### config.mk
export PLATFORM = sky130hd
export DESIGN_NAME = idac_segment_decoder
export DESIGN_NICKNAME = d
export VERILOG_FILES = /design/src/rtl/cds_idac_pkg.sv /design/src/rtl/idac_therm_decoder.sv /design/src/rtl/idac_segment_decoder.sv
export SDC_FILE = /design/constraint.sdc
export NUM_CORES = 1
export LEC_CHECK = 0
export BUFFER_PORTS_ARGS = -buffer_cell sky130_fd_sc_hd__buf_2
export CAP_MARGIN = 20
export CELL_PAD_IN_SITES_DETAIL_PLACEMENT = 0
export CELL_PAD_IN_SITES_GLOBAL_PLACEMENT = 1
export CORE_AREA = 10 10 73 87
export DETAILED_ROUTE_END_ITERATION = 8
export DIE_AREA = 0 0 83 97
export GPL_TIMING_DRIVEN = 0
export HOLD_SLACK_MARGIN = 0.03
export PLACE_DENSITY = 0.72
export SYNTH_ARGS = -nofsm -noshare
export SYNTH_HDL_FRONTEND = slang
export SYNTH_HIERARCHICAL = 1
export SYNTH_SLANG_ARGS = --single-unit
### constraint.sdc
create_clock -name clkin -period 2.6 [get_ports clkin]
set_input_delay 0.13 -clock clkin [delete_from_list [all_inputs] [get_ports clkin]]
set_output_delay 0.13 -clock clkin [all_outputs]
set_load 0.02 [all_outputs]
### src/rtl/cds_idac_pkg.sv
// Shared constants and state type for the segmented current-DAC decoder.
package cds_idac_pkg;

    localparam int N_THERM  = 17;
    localparam int N_BIN    = 6;
    localparam int CODE_MAX = 1151;
    localparam int MSB_W    = 5;
    localparam int SAT_W    = 11;

    typedef enum logic [1:0] {
        ST_OFF,
        ST_WARMUP,
        ST_ACTIVE
    } idac_state_t;

endpackage

### src/rtl/idac_therm_decoder.sv
// Combinational binary-to-thermometer decoder for the 17 unary DAC segments.
module idac_therm_decoder
    import cds_idac_pkg::*;
(
    input  logic [MSB_W-1:0]   msb,
    output logic [N_THERM-1:0] therm_en
);

    always_comb begin
        therm_en = '0;
        for (int i = 0; i < N_THERM; i++) begin
            therm_en[i] = (msb > MSB_W'(i));
        end
    end

endmodule

### src/rtl/idac_segment_decoder.sv
// Segmented IDAC code decoder: power-up FSM, code saturation, decode and output stages.
// Optional slew limiting of the unary segments is enabled by defining IDAC_DEC_SLEW_LIMIT_EN.
module idac_segment_decoder
    import cds_idac_pkg::*;
#(
    parameter int WARMUP_CYCLES = 16,
    parameter int CODE_W        = 12
) (
    input  logic               clkin,
    input  logic               rstb,
    input  logic               pdb,
    input  logic [CODE_W-1:0]  code,
    input  logic               code_valid,
    output logic               code_ready,
    input  logic               red_ena,
    output logic [N_THERM-1:0] therm_en,
    output logic [N_BIN-1:0]   bin_en,
    output logic               bin0_red_en,
    output logic               sat,
    output logic               active
);

    localparam int CNT_W = $clog2(WARMUP_CYCLES) + 1;

    idac_state_t        state;
    idac_state_t        state_next;
    logic [CNT_W-1:0]   warm_cnt;
    logic [MSB_W-1:0]   dec_msb;
    logic [N_BIN-1:0]   dec_lsb;
    logic [MSB_W-1:0]   out_msb_next;
    logic [N_BIN-1:0]   bin_next;
    logic [N_THERM-1:0] therm_next;
    logic [SAT_W-1:0]   code_sat;
    logic               code_over;
    logic               run;
    logic               transfer;

    assign active   = (state == ST_ACTIVE);
    assign run      = pdb && active;
    // pdb gates the handshake directly so a power-down cycle never accepts a code
    assign transfer = code_valid && code_ready && pdb;

    always_ff @(posedge clkin or negedge rstb) begin
        if (!rstb) begin
            state <= ST_OFF;
        end else begin
            state <= state_next;
        end
    end

    always_comb begin
        state_next = state;
        if (!pdb) begin
            state_next = ST_OFF;
        end else begin
            case (state)
                ST_OFF:    state_next = ST_WARMUP;
                ST_WARMUP: if (warm_cnt == CNT_W'(WARMUP_CYCLES - 1)) state_next = ST_ACTIVE;
                ST_ACTIVE: state_next = ST_ACTIVE;
                default:   state_next = ST_OFF;
            endcase
        end
    end

    always_ff @(posedge clkin or negedge rstb) begin
        if (!rstb) begin
            warm_cnt <= '0;
        end else if (pdb && state == ST_WARMUP) begin
            warm_cnt <= warm_cnt + CNT_W'(1);
        end else begin
            warm_cnt <= '0;
        end
    end

    assign code_over = (code > CODE_W'(CODE_MAX));
    assign code_sat  = code_over ? SAT_W'(CODE_MAX) : code[SAT_W-1:0];

    // Decode register: cleared whenever not running so a stale code never reappears, sat is kept
    always_ff @(posedge clkin or negedge rstb) begin
        if (!rstb) begin
            dec_msb <= '0;
            dec_lsb <= '0;
            sat     <= 1'b0;
        end else if (!run) begin
            dec_msb <= '0;
            dec_lsb <= '0;
        end else if (transfer) begin
            dec_msb <= code_sat[SAT_W-1:6];
            dec_lsb <= code_sat[5:0];
            sat     <= code_over;
        end
    end

`ifdef IDAC_DEC_SLEW_LIMIT_EN
    logic [MSB_W-1:0] out_msb;
    logic             slew_pending;

    // Step one segment per cycle; the binary part only follows once the unary part has arrived
    always_comb begin
        out_msb_next = out_msb;
        bin_next     = bin_en;
        if (out_msb < dec_msb) begin
            out_msb_next = out_msb + MSB_W'(1);
        end else if (out_msb > dec_msb) begin
            out_msb_next = out_msb - MSB_W'(1);
        end else begin
            bin_next = dec_lsb;
        end
    end

    assign slew_pending = (out_msb != dec_msb) || (bin_en != dec_lsb);
    assign code_ready   = active && !slew_pending;

    always_ff @(posedge clkin or negedge rstb) begin
        if (!rstb) begin
            out_msb <= '0;
        end else if (!run) begin
            out_msb <= '0;
        end else begin
            out_msb <= out_msb_next;
        end
    end
`else
    assign out_msb_next = dec_msb;
    assign bin_next     = dec_lsb;
    assign code_ready   = active;
`endif

    idac_therm_decoder u_therm_decoder (
        .msb      (out_msb_next),
        .therm_en (therm_next)
    );

    // Output register keeps every cell enable glitch-free; red_ena is resampled every cycle
    always_ff @(posedge clkin or negedge rstb) begin
        if (!rstb) begin
            therm_en    <= '0;
            bin_en      <= '0;
            bin0_red_en <= 1'b0;
        end else if (!run) begin
            therm_en    <= '0;
            bin_en      <= '0;
            bin0_red_en <= 1'b0;
        end else begin
            therm_en    <= therm_next;
            bin_en      <= bin_next;
            bin0_red_en <= bin_next[0] & red_ena;
        end
    end

endmodule

* After elaboration in Yosys (flattened, before gate mapping)
Cells that the tools add are included.
** Storage, ports and cells
- Output and inout bits :: 27
- Bits in registers :: 43
- Bits of input ports :: 17
- Logic and storage cells :: 51
** Operators by class
- Bitwise logic cells :: 1
- Magnitude comparators :: 18
- Add/sub/neg operators :: 1
- Equality and inequality tests :: 5
- Mux-type cells :: 12
- Reduce and logical (&&, ||, !) cells :: 6
** Operators by type and width (count)
- $gt A5 B4 Y1 const B :: 8
- $gt A5 B3 Y1 const B :: 4
- $mux W6 :: 3
- $mux W17 :: 1
- $mux W5 :: 3
- $gt A12 B11 Y1 const B :: 1
- $mux W11 :: 1
- $gt A5 B1 Y1 const B :: 2
- $gt A5 B2 Y1 const B :: 2
- $pmux W2 S3 :: 1
- $add A5 B1 Y5 const B :: 1
- $eq A5 B4 Y1 const B :: 1
- $gt A5 B5 Y1 const B :: 1
- $logic_and A1 B1 Y1 :: 4
- $mux W2 :: 2
- $ne A3 B3 Y1 const B :: 1
- $eq A2 B1 Y1 const B :: 1
- $eq A2 B2 Y1 const B :: 1
- $logic_not A2 Y1 :: 1
- $ne A2 B1 Y1 const B :: 1
- $reduce_and A2 Y1 :: 1
- $and A1 B1 Y1 :: 1
- $mux W1 :: 1

* Longest topological paths before layout
Gate-level depths: netlist (run 1).
- Depth in word-level cells :: 5
- Mapped depth :: 6
- Depth with buffers taken out :: 6

* By module
Netlist (run 1), hierarchy kept.
** By module, submodules not included
- idac_segment_decoder :: area an instance 1630.3 um^2, sequential area each 1076.0 um^2, cells an instance 125, instances 1
- idac_therm_decoder :: area an instance 162.7 um^2, sequential area each 0.0 um^2, cells an instance 30, instances 1

* Worst setup path after synthesis (run 1)
Ideal clock, no wire load.
- Path kind :: flip-flop to flip-flop
- Start :: reg warm_cnt[0]
- End :: reg state[1]
- Path buffers :: 0
- Setup time :: 84 ps
- Path slack :: 1035 ps
- Cell stages (with the launch flop) :: 7
- Data arrival time :: 1481 ps
- Data required time :: 2516 ps
- Period minus slack after synthesis :: 1565 ps
- Cell sequence :: dfrtp_1 -> ha_1 -> and3_1 -> ha_1 -> nand2b_1 -> or2_2 -> a21boi_0
** Between the ends
- Longest elaborated chain between the ends :: 2
** RTL lines
- start, declared :: RTL line idac_segment_decoder.sv:27 : logic [CNT_W-1:0] warm_cnt;
- start signal, assigned :: RTL line idac_segment_decoder.sv:69 : warm_cnt <= warm_cnt + CNT_W'(1);
- $eq A5 B4 Y1 :: RTL line idac_segment_decoder.sv:58 : ST_WARMUP: if (warm_cnt == CNT_W'(WARMUP_CYCLES - 1)) state_next = ST_ACTIVE;
- $ne A3 B3 Y1 (no source line)
- end signal, assigned :: RTL line idac_segment_decoder.sv:47 : state <= state_next;
- end, declared :: RTL line idac_segment_decoder.sv:25 : idac_state_t state;
Every way passes these cells.
A chain may end at the register's enable or synchronous reset.

* Final worst setup path (run 1)
Same ends and word-level chain as after synthesis.

==> results of run 1 <==
==> final cells by class <==
class	instances	area [um2]	area share, %
buffer	13	70.1	3.23
inverter	5	18.8	0.866
sequential	43	1080	49.7
timing repair buffer	43	220	10.2
tap	58	72.6	3.35
multi-input combinational	94	628	29.0
clock buffer	7	76.3	3.52
clock inverter	1	5.00	0.231
==> routing by layer <==
metal | routed length (um) | vias up | GRT usage [%]
met2 | 1800 | 36 | 14.6
met3 | 241 | 6 | 3.94
li1 | - | 633 | -
met4 | 56 | 0 | 4.05
met5 | 0 | - | 0
met1 | 1720 | 597 | 11.3
==> state kept, by name, indices dropped and copies added (netlist names) <==
name	count
bin0_red_en	1
bin_en	6
bin_next	6
dec_msb	5
sat	1
state	2
therm_en	17
warm_cnt	5
==> placed cells by master (no fill, tap or decap), types with 2 or more instances in the layout <==
| cell | count |
|---|---|
| buf_2 | 47 |
| dfrtp_1 | 43 |
| and3_1 | 25 |
| nor2_1 | 12 |
| nand2_1 | 11 |
| clkbuf_1 | 7 |
| o221a_1 | 7 |
| inv_1 | 5 |
| ha_1 | 5 |
| clkbuf_8 | 5 |
| nand2b_1 | 4 |
| nor2b_1 | 4 |
| a31oi_1 | 3 |
| a21oi_1 | 3 |
| nand3_1 | 2 |
| and2_1 | 2 |
| buf_4 | 2 |
| o21ai_0 | 2 |
| o21bai_1 | 2 |
==> through the flow <==
stage | power [mW] | setup slack [ns] | utilization (%) | hold WS, ns
after CTS | 1.48 | 0.893 | 47.2 | 0.0330
after detailed placement | 1.08 | 0.914 | 45.2 | 0.320
final | 1.47 | 0.909 | 47.2 | 0.0399
after floorplan | 0.966 | 1.04 | - | -0.166
after global placement | 1.06 | 0.966 | 45.2 | 0.294
after global routing | 1.55 | 0.809 | 47.2 | 0.0463
==> path summary, 6_finish.rpt <==
| path | endpoint | from | slack [ns] |
|---|---|---|---|
| setup / recovery | state[1] | warm_cnt[0] | 0.91 |
| hold / removal | bin0_red_en | red_ena | 0.04 |
| setup reg to reg | state[1] | warm_cnt[0] | 0.91 |
| hold reg to reg | warm_cnt[0] | warm_cnt[0] | 0.47 |
| max in group asynchronous | therm_en[16] | rstb | 1.50 |
| min in group asynchronous | therm_en[4] | rstb | 0.52 |
==> synth_stat cells (2+ instances only) <==
library cell	count	area [um2]
a31oi_1	3	18.8
and2_1	2	12.5
nand2_1	11	41.3
and3_1	25	156
nor2_1	12	45.0
inv_1	5	18.8
buf_4	2	15.0
ha_1	5	62.6
buf_2	5	25.0
o21ai_0	2	10.0
clkbuf_1	5	18.8
nand2b_1	4	25.0
dfrtp_1	43	1080
a21oi_1	3	15.0
nor2b_1	4	25.0
nand3_1	2	10.0
o21bai_1	2	15.0
o221a_1	7	78.8
==> power breakdown <==
| part | internal [mW] | switching [mW] | leakage [nW] | total [mW] |
|---|---|---|---|---|
| sequential | 0.711 | 0.0277 | 0.595 | 0.739 |
| combinational | 0.124 | 0.202 | 0.624 | 0.326 |
| clock | 0.188 | 0.212 | 0.0422 | 0.401 |
==> cells by family after synthesis <==
logic type,after synthesis
simple gates,63
xor+xnor,2
buf+inv,18
compound gates,23
fa+ha+maj,5
flops,43
mux,1
==> worst max-delay path: stages (launching register included) <==
cell and delay (ns):
dfrtp_1 0.40, ha_1 0.23, and3_1 0.19, ha_1 0.17
nand2b_1 0.19, or2_2 0.28, a21boi_0 0.15
==> what timing repair did <==
action / in CTS / in global routing
hold buffers: 1 / 0
hold endpoints to repair: 43 / 0
setup endpoints to repair: 0 / 0
setup buffers: 0 / 0
==> metrics.md, run 1 <==
| Metric | Value |
|---|---|
| Hold Path Class | in -> reg |
| Worst Skew | ~0.0094 ns |
| Clock sink count | 43 |
| Hold Fails Final Rpt | 0 |
| GRT Util Overall | about a tenth |
| LEAKAGE | 1.26 nW |
| Post-Synth XOR/XNOR Area | less than 1% |
| WL final | 3820 um |
| Layout net count | 227 |
| Post-cts sizing count | 0 |
| Fin. max-slew vios | 0 |
| Synth Area in Adders | under 10% |
| Syn Nets | 177 |
| Port-buffer cells | 42 |
| Max FO, Critical Path | 3 |
| Post-synth ARST share | 100% |
| Avg Inst Size Synth | 11.6 um2 |
| Min Tclk post-route | 1.69 ns |
| PD cells | 676 nW/um2 |
| Post-synthesis compound-gate area fraction | between 10% and 20% |
| Die Area | about 8000 um2 |
| Final setup violation count | 0 |
| Crit Path Category | reg -> reg |
| Max_slew headroom | approximately 38% |
| Height of the chip | 97 um |
| Post-synthesis register bit count | 43 |
| Root Driver | clkbuf_8 |
| Post-Syn Instances | 155 |
| Row cnt | 27 |
| Antenna Violating Nets Remaining | 0 |
| Final instance area | 2170 um2 |
| Clock-pin slew on the worst setup and hold paths | 0.08 ns |
| Final TNS setup | 0 ns |
| Num CTS Buffers | 5 |
| Final std cells w/o fill | between 200 and 300 |
| Crit. End Element | flop |
| Hold Path Stages | 2 |
| Layout fillers | 457 |
| Routed vias | between 1000 and 1500 |
| Placed cell count | 255 |
| Unique masters post-synth | 31 |
| Layout area overhead | 20.9% |
| Slew @ Worst Pin | 0.931 ns |
| R2r worst-path depth | 6 |
| Cell Area, Synth | 1790 um2 |
| Critical path data required time | 2.81 ns |
| DR iter-0 viols | 72 |
| Unrepaired setup endpoints after global routing | false |
| Max-cap violations | 0 |
| Drt via density | 4.82 |
| DRC | 0 |
| Share of cells above drive strength 1 | between 30% and 40% |
| Clk_lat worst skew | 0.29 ns |
| I/O pins | 44 |
| Post-synthesis simple-gate area fraction | 19.1% |
| Final Cycle Share | 65.0% |
| Fmax | just under 600 MHz |
| WL per Instance | about 14 um |
| Register area share after synthesis | 60.0% |
| Largest net degree at the start of global routing | 44 |
| Core ar. | roughly 4600 um2 |
| Synth Flop Type | dfrtp_1 |
| Startpoint Class | flop |
| DP HPWL | 2850 um |
| Longest Clk Path Bufs | 2 |
| Yosys Warn Count | 6 |
| Vias in the first global route | 1310 |
| Run status | complete, no violations |
| Maximum vdd drop | 0.339 mV |
| Largest family of logic cells by synthesized area | simple AND/OR/NAND/NOR gates |
| H-tree depth | 2 |
| CP arrival | roughly 1.9 ns |
| First-pass GRT wire length | 6420 um |
| Pre-Repair DR Iteration Count | 4 |
| Mux cell area share after synthesis | less than 1% |
| Die width | 83 um |
| Placed cell area | 2080 um2 |
| Starting density of the core | 39.0% |
| Antenna cell count | 0 |
| Initial antenna violation count | 0 |
| Total gr overflow | 0 |
| GP Congestion | between 0.7 and 0.8 |
| Number of synthesized flops with an enable pin | 0 |
| CTS tree | done |
No activity file was read; power rests on OpenSTA's default activity.
==> run 2, diff against run 1 <==
- ABC_AREA: unset -> 1
- CORE_AREA: 10 10 73 87 -> 10 10 76 91
- DIE_AREA: 0 0 83 97 -> 0 0 86 101
- PLACE_DENSITY: 0.72 -> 0.74
- clock period: 2.6 -> 1.6 ns (I/O delays scaled with it)
==> metrics.md, run 2 <==
| Metric | Value |
|---|---|
| Run status | complete, no violations (unchanged) |
| Clk_lat worst skew | 0.29 ns (about the same) |
| Hold Fails Final Rpt | 0 (unchanged) |
| Core ar. | 5190 um2 (was 4590 um2) |
| Met2 WL | 1730 um (was 1800 um) |
| Height of the chip | 101 um (was 97 um) |
| Max-cap violations | 0 (unchanged) |
| Pre-Repair DR Iteration Count | 4 (unchanged) |
| Post-synthesis register bit count | 43 (unchanged) |
| Min Tclk post-route | 1.37 ns (was 1.69 ns) |
| Antenna Violating Nets Remaining | 0 (unchanged) |
| Final Cycle Share | 85.9% (was 65.0%) |
| Die Area | 8690 um2 (was 8050 um2) |
| Avg Inst Size Synth | 9.02 um2 (was 11.6 um2) |
| Layout net count | 297 (was 227) |
| LEAKAGE | 1.37 nW (was 1.26 nW) |
| Total gr overflow | 0 (unchanged) |
| DR iter-0 viols | 44 (was 72) |
| Crit Path Category | reg -> reg (unchanged) |
| Clock sink count | 43 (unchanged) |
| Main area contributors after synthesis | dfrtp_1 (54%), nor2_1 (8.3%), inv_1 (8.1%) (was dfrtp_1 (60%), and3_1 (8.7%), o221a_1 (4.4%)) |
| Critical path data required time | 1.83 ns (was 2.81 ns) |
| Final TNS setup | 0 ns (unchanged) |
| Share of cells above drive strength 1 | 27.5% (was 30.1%) |
| Antenna cell count | 0 (unchanged) |
| Setup ws final | 0.226 ns (was 0.909 ns) |
| Longest Clk Path Bufs | 2 (unchanged) |
| Root Driver | clkbuf_8 (unchanged) |
| Commonest non-fill, non-tap cells in the layout | nor2_1 (44), inv_1 (43), dfrtp_1 (43) (was buf_2 (47), dfrtp_1 (43), and3_1 (25)) |
| H-tree depth | 2 (unchanged) |
| GP Congestion | 0.785 (was 0.766) |
| Register area share after synthesis | 54.0% (was 60.0%) |
| Layout area overhead | 23.6% (was 20.9%) |
| R2R Path Start | state[0] (was warm_cnt[0]) |
| DRT met1 WL | 1680 um (was 1720 um) |
| GRT Util Overall | 9.29% (was 9.49%) |
| Hold Path Class | in -> reg (unchanged) |
| Commonest non-fill, non-tap cell in the layout | nor2_1 (was buf_2) |
| CTS tree | done (unchanged) |
| Met3 wire length | 227 um (was 241 um) |
| Post-Syn Instances | 221 (was 155) |
| Die width | 86 um (was 83 um) |
| Startpoint Class | flop (unchanged) |
| Unique masters post-synth | 20 (was 31) |
| Hold slack | 0.0849 ns (was 0.0399 ns) |
| I/O pins | 44 (unchanged) |
| CP arrival | 1.61 ns (was 1.90 ns) |
| Top cell type by total area after synthesis | dfrtp_1 (unchanged) |
| Unrepaired setup endpoints after global routing | false (unchanged) |
| Post-synth ARST share | 100% (unchanged) |
| Worst R2R End | dec_msb[0] (was state[1]) |
| Switching Share | 27.4% (was 30.2%) |
| Final instance area | 2460 um2 (was 2170 um2) |
| Seq pwr share | 44.0% (was 50.4%) |
| Syn Nets | 243 (was 177) |
| Vias in the first global route | 1471 (was 1310) |
| DRC | 0 (unchanged) |
| Crit. End Element | flop (unchanged) |
| Maximum vdd drop | 0.601 mV (was 0.339 mV) |
| Post-Place Setup Slack | 0.206 ns (was 0.914 ns) |
| Most frequent cells after synthesis | nor2_1 (44), dfrtp_1 (43), inv_1 (43), nand2_1 (34), nor2_4 (11) (was dfrtp_1 (43), and3_1 (25), nor2_1 (12), nand2_1 (11), o221a_1 (7)) |
| Fin. max-slew vios | 0 (unchanged) |
| First-pass GRT wire length | 6500 um (was 6420 um) |
| Initial antenna violation count | 0 (unchanged) |
| Num CTS Buffers | 5 (unchanged) |
| Top Metal Used | met4 (unchanged) |
| Placed cell area | 2280 um2 (was 2080 um2) |
| Largest register by flop count | therm_en (unchanged) |
| WL per Instance | 11.0 um (was 14.5 um) |
| Count leader, synth | nor2_1 (was dfrtp_1) |
| Worst Skew | 0.00959 ns (was 0.00936 ns) |
| Max FO, Critical Path | 9 (was 3) |
| Routed vias | 1413 (was 1272) |
| Row cnt | 29 (was 27) |
| Fmax | 728 MHz (was 592 MHz) |
| Max FFs per register | 17 (unchanged) |
| Area fraction of the dominant cell type after synthesis | 54.0% (was 60.0%) |
| Clock power share | 36.0% (was 27.3%) |
| Critical Path End | dec_msb[0] (was state[1]) |
| Net Sw Power | 0.745 mW (was 0.442 mW) |
| Critical path origin | state[0] (was warm_cnt[0]) |
| Combinational power share | 20.0% (was 22.2%) |
| WL final | 3720 um (was 3820 um) |
| Port-buffer cells | 42 (unchanged) |
| Drt via density | 4.18 (was 4.82) |
| Final setup violation count | 0 (unchanged) |
| Clock-pin slew on the worst setup and hold paths | 0.08 ns (about the same) |
| Number of synthesized flops with an enable pin | 0 (unchanged) |
| DP HPWL | 2800 um (was 2850 um) |
| Largest net degree at the start of global routing | 44 (unchanged) |
| Max_slew headroom | 37.0% (was 38.0%) |
| Cell Area, Synth | 1990 um2 (was 1790 um2) |
| Int Pwr | 1.98 mW (was 1.02 mW) |
| Starting density of the core | 38.4% (was 39.0%) |
| Util after Layout | 47.5% (was 47.2%) |
| R2r worst-path depth | 7 (was 6) |
| PD cells | 1100 nW/um2 (was 676 nW/um2) |
| R2R Setup Slk | 0.23 ns (was 0.91 ns) |
| Slew @ Worst Pin | 0.945 ns (was 0.931 ns) |
| Synth Flop Type | dfrtp_1 (unchanged) |
| Yosys Warn Count | 6 (unchanged) |
-- run 2: critical path: stages (launching register included) --
cell	delay [ns]
dfrtp_1	0.40
inv_1	0.09
ha_1	0.19
buf_6	0.18
nand3_4	0.10
nor2_1	0.12
nand2_2	0.13
nand2_1	0.10
-- run 2: stage by stage --
step	cells	total power, mW
floorplan	221	1.62
global placement	325	1.76
detailed placement	325	1.77
CTS	338	2.78
global route	338	2.89
finish	338	2.72
-- run 2: layout make-up --
cell class	instances	area, um2
well taps	62	77.6
repair buffers	47	260
flip-flops and latches	43	1080
multi-input cells	125	672
clock buffers	6	72.6
fillers	535	2730
plain buffers	7	72.6
clock inverters	2	60.1
inverters	46	173
-- run 2: repair_timing --
item / CTS / global route
gates resized for setup: 0 / 0
buffers inserted: 0 / 0
hold buffers: 5 / 0
endpoints found under the hold margin: 47 / 0
-- run 2: worst min-delay path by stage --
stage | from | to | slack [ns] | cells past startpoint
floorplan | rstb | bin0_red_en | -0.22 | 0
global placement | rstb | bin_en[4] | 0.27 | 1
detailed placement | rstb | bin_next[4] | 0.28 | 1
CTS | code[5] | bin_next[5] | 0.08 | 5
global route | code[2] | bin_next[2] | 0.10 | 5
finish | code[3] | bin_next[3] | 0.08 | 5
-- run 2: logic make-up (layout without fill, tap and decap cells) --
| logic type | after synthesis | count (layout) | share of synthesized area, % |
|---|---|---|---|
| fa+ha+maj | 5 | 5 | 3.14 |
| buf+inv | 53 | 108 | 12.3 |
| compound gates | 16 | 16 | 4.02 |
| simple gates | 104 | 104 | 26.6 |
| flops | 43 | 43 | 54.0 |
-- run 2: power by group through the flow --
stage | Sequential, mW | Combinational, mW | Clock, mW
floorplan | 1.24 | 0.382 | 0
global placement | 1.22 | 0.544 | 0
detailed placement | 1.22 | 0.548 | 0
CTS | 1.20 | 0.559 | 1.02
global route | 1.21 | 0.618 | 1.06
finish | 1.20 | 0.544 | 0.980
-- run 2: per-layer routing --
| metal | vias up | global-route usage [%] |
|---|---|---|
| met3 | 6 | 3.16 |
| met2 | 32 | 15.6 |
| met1 | 621 | 10.1 |
| met5 | - | 0 |
| li1 | 754 | - |
| met4 | 0 | 4.57 |
==> run 3, diff against run 2 <==
==> constraint.sdc (replaced) <==
create_clock -name clkin -period 1.6 [get_ports clkin]
set_input_delay 0.16 -clock clkin [delete_from_list [all_inputs] [get_ports clkin]]
set_output_delay 0.16 -clock clkin [all_outputs]
set_load 0.02 [all_outputs]
==> metrics.md, run 3 (same netlist as run 2, synthesis figures left out) <==
| Metric | Value |
|---|---|
| Run status | complete, but fails checks (was complete, no violations) |
| Failing checks | negative hold slack |
| Int Pwr | 1.97 mW (was 1.98 mW) |
| Net Sw Power | 0.747 mW (was 0.745 mW) |
| CP cell instances | inv_1 > ha_1 > buf_4 > buf_2 (was inv_1 > ha_1 > buf_6 > nand3_4 > nor2_1 > nand2_2 > nand2_1) |
| Num CTS Buffers | 5 (unchanged) |
| First-pass GRT wire length | 6420 um (was 6500 um) |
| Crit Path Category | reg -> out (was reg -> reg) |
| Fin. max-slew vios | 0 (unchanged) |
| Final std cells w/o fill | 333 (was 338) |
| Worst Skew | 0.00965 ns (was 0.00959 ns) |
| Placed cell area | 2280 um2 (unchanged) |
| Pre-Repair DR Iteration Count | 4 (unchanged) |
| GP Congestion | 0.785 (unchanged) |
| Max FO, Critical Path | 3 (was 9) |
| Antenna cell count | 0 (unchanged) |
| Max FFs per register | 17 (unchanged) |
| Min Tclk post-route | 1.39 ns (was 1.37 ns) |
| Commonest non-fill, non-tap cell in the layout | nor2_1 (unchanged) |
| Hold Path Class | in -> async (was in -> reg) |
| Die Area | 8690 um2 (unchanged) |
| Post-cts sizing count | 0 (unchanged) |
| Clock power share | 36.2% (was 36.0%) |
| DRC | 0 (unchanged) |
| Hold Fails Final Rpt | 1 (was 0) |
| Total gr overflow | 0 (unchanged) |
| PD cells | 1120 nW/um2 (was 1100 nW/um2) |
| Post-CTS Hold Buffers | 0 (was 5) |
| Unrepaired setup endpoints after global routing | false (unchanged) |
| Vias in the first global route | 1452 (was 1471) |
| Layout fillers | 540 (was 535) |
| Layout net count | 292 (was 297) |
| Seq pwr share | 44.1% (was 44.0%) |
| Starting density of the core | 38.4% (unchanged) |
| Core ar. | 5190 um2 (unchanged) |
| Max_slew headroom | 37.7% (was 37.0%) |
| LEAKAGE | 1.35 nW (was 1.37 nW) |
| Clk_lat worst skew | 0.29 ns (about the same) |
| Max-cap violations | 0 (unchanged) |
| Share of cells above drive strength 1 | 28.0% (was 27.5%) |
| Switching Share | 27.5% (was 27.4%) |
| Hold slack | -0.00366 ns (was 0.0849 ns) |
| I/O pins | 44 (unchanged) |
| Row cnt | 29 (unchanged) |
| CP max stage delay | 0.37 ns (was 0.40 ns) |
| Final Cycle Share | 86.9% (was 85.9%) |
| GRT Util Overall | 9.23% (was 9.29%) |
| Final TNS setup | 0 ns (unchanged) |
| Slew @ Worst Pin | 0.934 ns (was 0.945 ns) |
| Longest Clk Path Bufs | 2 (unchanged) |
| Final setup violation count | 0 (unchanged) |
| Total power | 2.71 mW (was 2.72 mW) |
| Largest register by flop count | therm_en (unchanged) |
| Height of the chip | 101 um (unchanged) |
| Startpoint Class | flop (unchanged) |
| Util after Layout | 46.5% (was 47.5%) |
| CP arrival | 1.23 ns (was 1.61 ns) |
| Clock-pin slew on the worst setup and hold paths | 0.08 ns (about the same) |
| CTS tree | done (unchanged) |
| Final instance area | 2410 um2 (was 2460 um2) |
| Port-buffer cells | 42 (unchanged) |
| Largest net degree at the start of global routing | 44 (unchanged) |
| Placed cell count | 325 (unchanged) |
| DR iter-0 viols | 52 (was 44) |
| Combinational power share | 19.7% (was 20.0%) |
| Critical path data required time | 1.44 ns (was 1.83 ns) |
| Critical-path top delay cell | dfrtp_1 (unchanged) |
| Post-CTS Setup Repair Bufs | 0 (unchanged) |
| WL final | 3700 um (was 3720 um) |
| Initial antenna violation count | 0 (unchanged) |
| DP HPWL | 2800 um (unchanged) |
| H-tree depth | 2 (unchanged) |
| Root Driver | clkbuf_8 (unchanged) |
| Antenna Violating Nets Remaining | 0 (unchanged) |
| Fmax | 719 MHz (was 728 MHz) |
| Routed vias | 1395 (was 1413) |
| WL per Instance | 11.1 um (was 11.0 um) |
| Crit. End Element | output port (was flop) |
| Commonest non-fill, non-tap cells in the layout | nor2_1 (44), inv_1 (43), dfrtp_1 (43) (unchanged) |
| Maximum vdd drop | 0.593 mV (was 0.601 mV) |
| Clock sink count | 43 (unchanged) |
| Layout area overhead | 21.1% (was 23.6%) |
| Die width | 86 um (unchanged) |
| Drt via density | 4.19 (was 4.18) |
==> run 3: cell count changes in the layout (fill, tap and decap cells not counted), sizes merged <==
cell	change
dlygate4sd3	-5
==> run 3: worst paths after layout <==
| path | startpoint | endpoint | slack, ns | depth (start not counted) |
|---|---|---|---|---|
| hold reg to reg | warm_cnt[0] | warm_cnt[0] | 0.47 | 1 |
| setup / recovery | state[0] | code_ready | 0.21 | 4 |
| setup reg to reg | state[0] | dec_msb[0] | 0.23 | 7 |
| hold / removal | rstb | bin_en[2] | -0.004 | 1 |
| min in group clkin | red_ena | bin0_red_en | 0.09 | 3 |
| max in group asynchronous | rstb | therm_en[3] | 1.01 | 1 |
==> run 3: stage by stage <==
stage               setup slack (ns)  hold slack, ns
global route                  0.0667          0.0736
finish                         0.210        -0.00366
CTS                            0.183          0.0360
floorplan                      0.215          -0.136
global placement               0.225           0.352
detailed placement             0.206           0.365
==> run 3: routing by layer <==
layer | share of wire, % | track usage, % | vias up | routed length (um)
met1 | 45 | 10.0 | 614 | 1660
met2 | 47 | 15.5 | 32 | 1730
met5 | 0 | 0 | - | 0
li1 | - | - | 743 | -
met4 | 2.1 | 4.57 | 0 | 78
met3 | 6.3 | 3.24 | 6 | 232
==> run 3: final cells by class <==
class | count | area (um2) | area share [%]
Multi-Input combinational cell | 125 | 672 | 27.8
Tap cell | 62 | 77.6 | 3.21
Inverter | 46 | 173 | 7.15
Sequential cell | 43 | 1080 | 44.6
Timing Repair Buffer | 42 | 210 | 8.71
Clock inverter | 2 | 60.1 | 2.49
Buffer | 7 | 72.6 | 3.01
Clock buffer | 6 | 72.6 | 3.01
==> run 3: critical path: cells and delay by family, from the launching register on <==
kind / cells / cell delay [ns]
adders and majority gates: 1 / 0.23
buffers and inverters: 3 / 0.35
DFF: 1 / 0.37
==> run 3: power groups by stage <==
stage          combinational [mW]  sequential, mW  clock [mW]
2_1_floorplan               0.382            1.24           0
3_3_place_gp                0.544            1.22           0
3_5_place_dp                0.548            1.22           0
4_1_cts                     0.550            1.20        1.02
5_1_grt                     0.608            1.21        1.06
6_report                    0.535            1.20       0.983
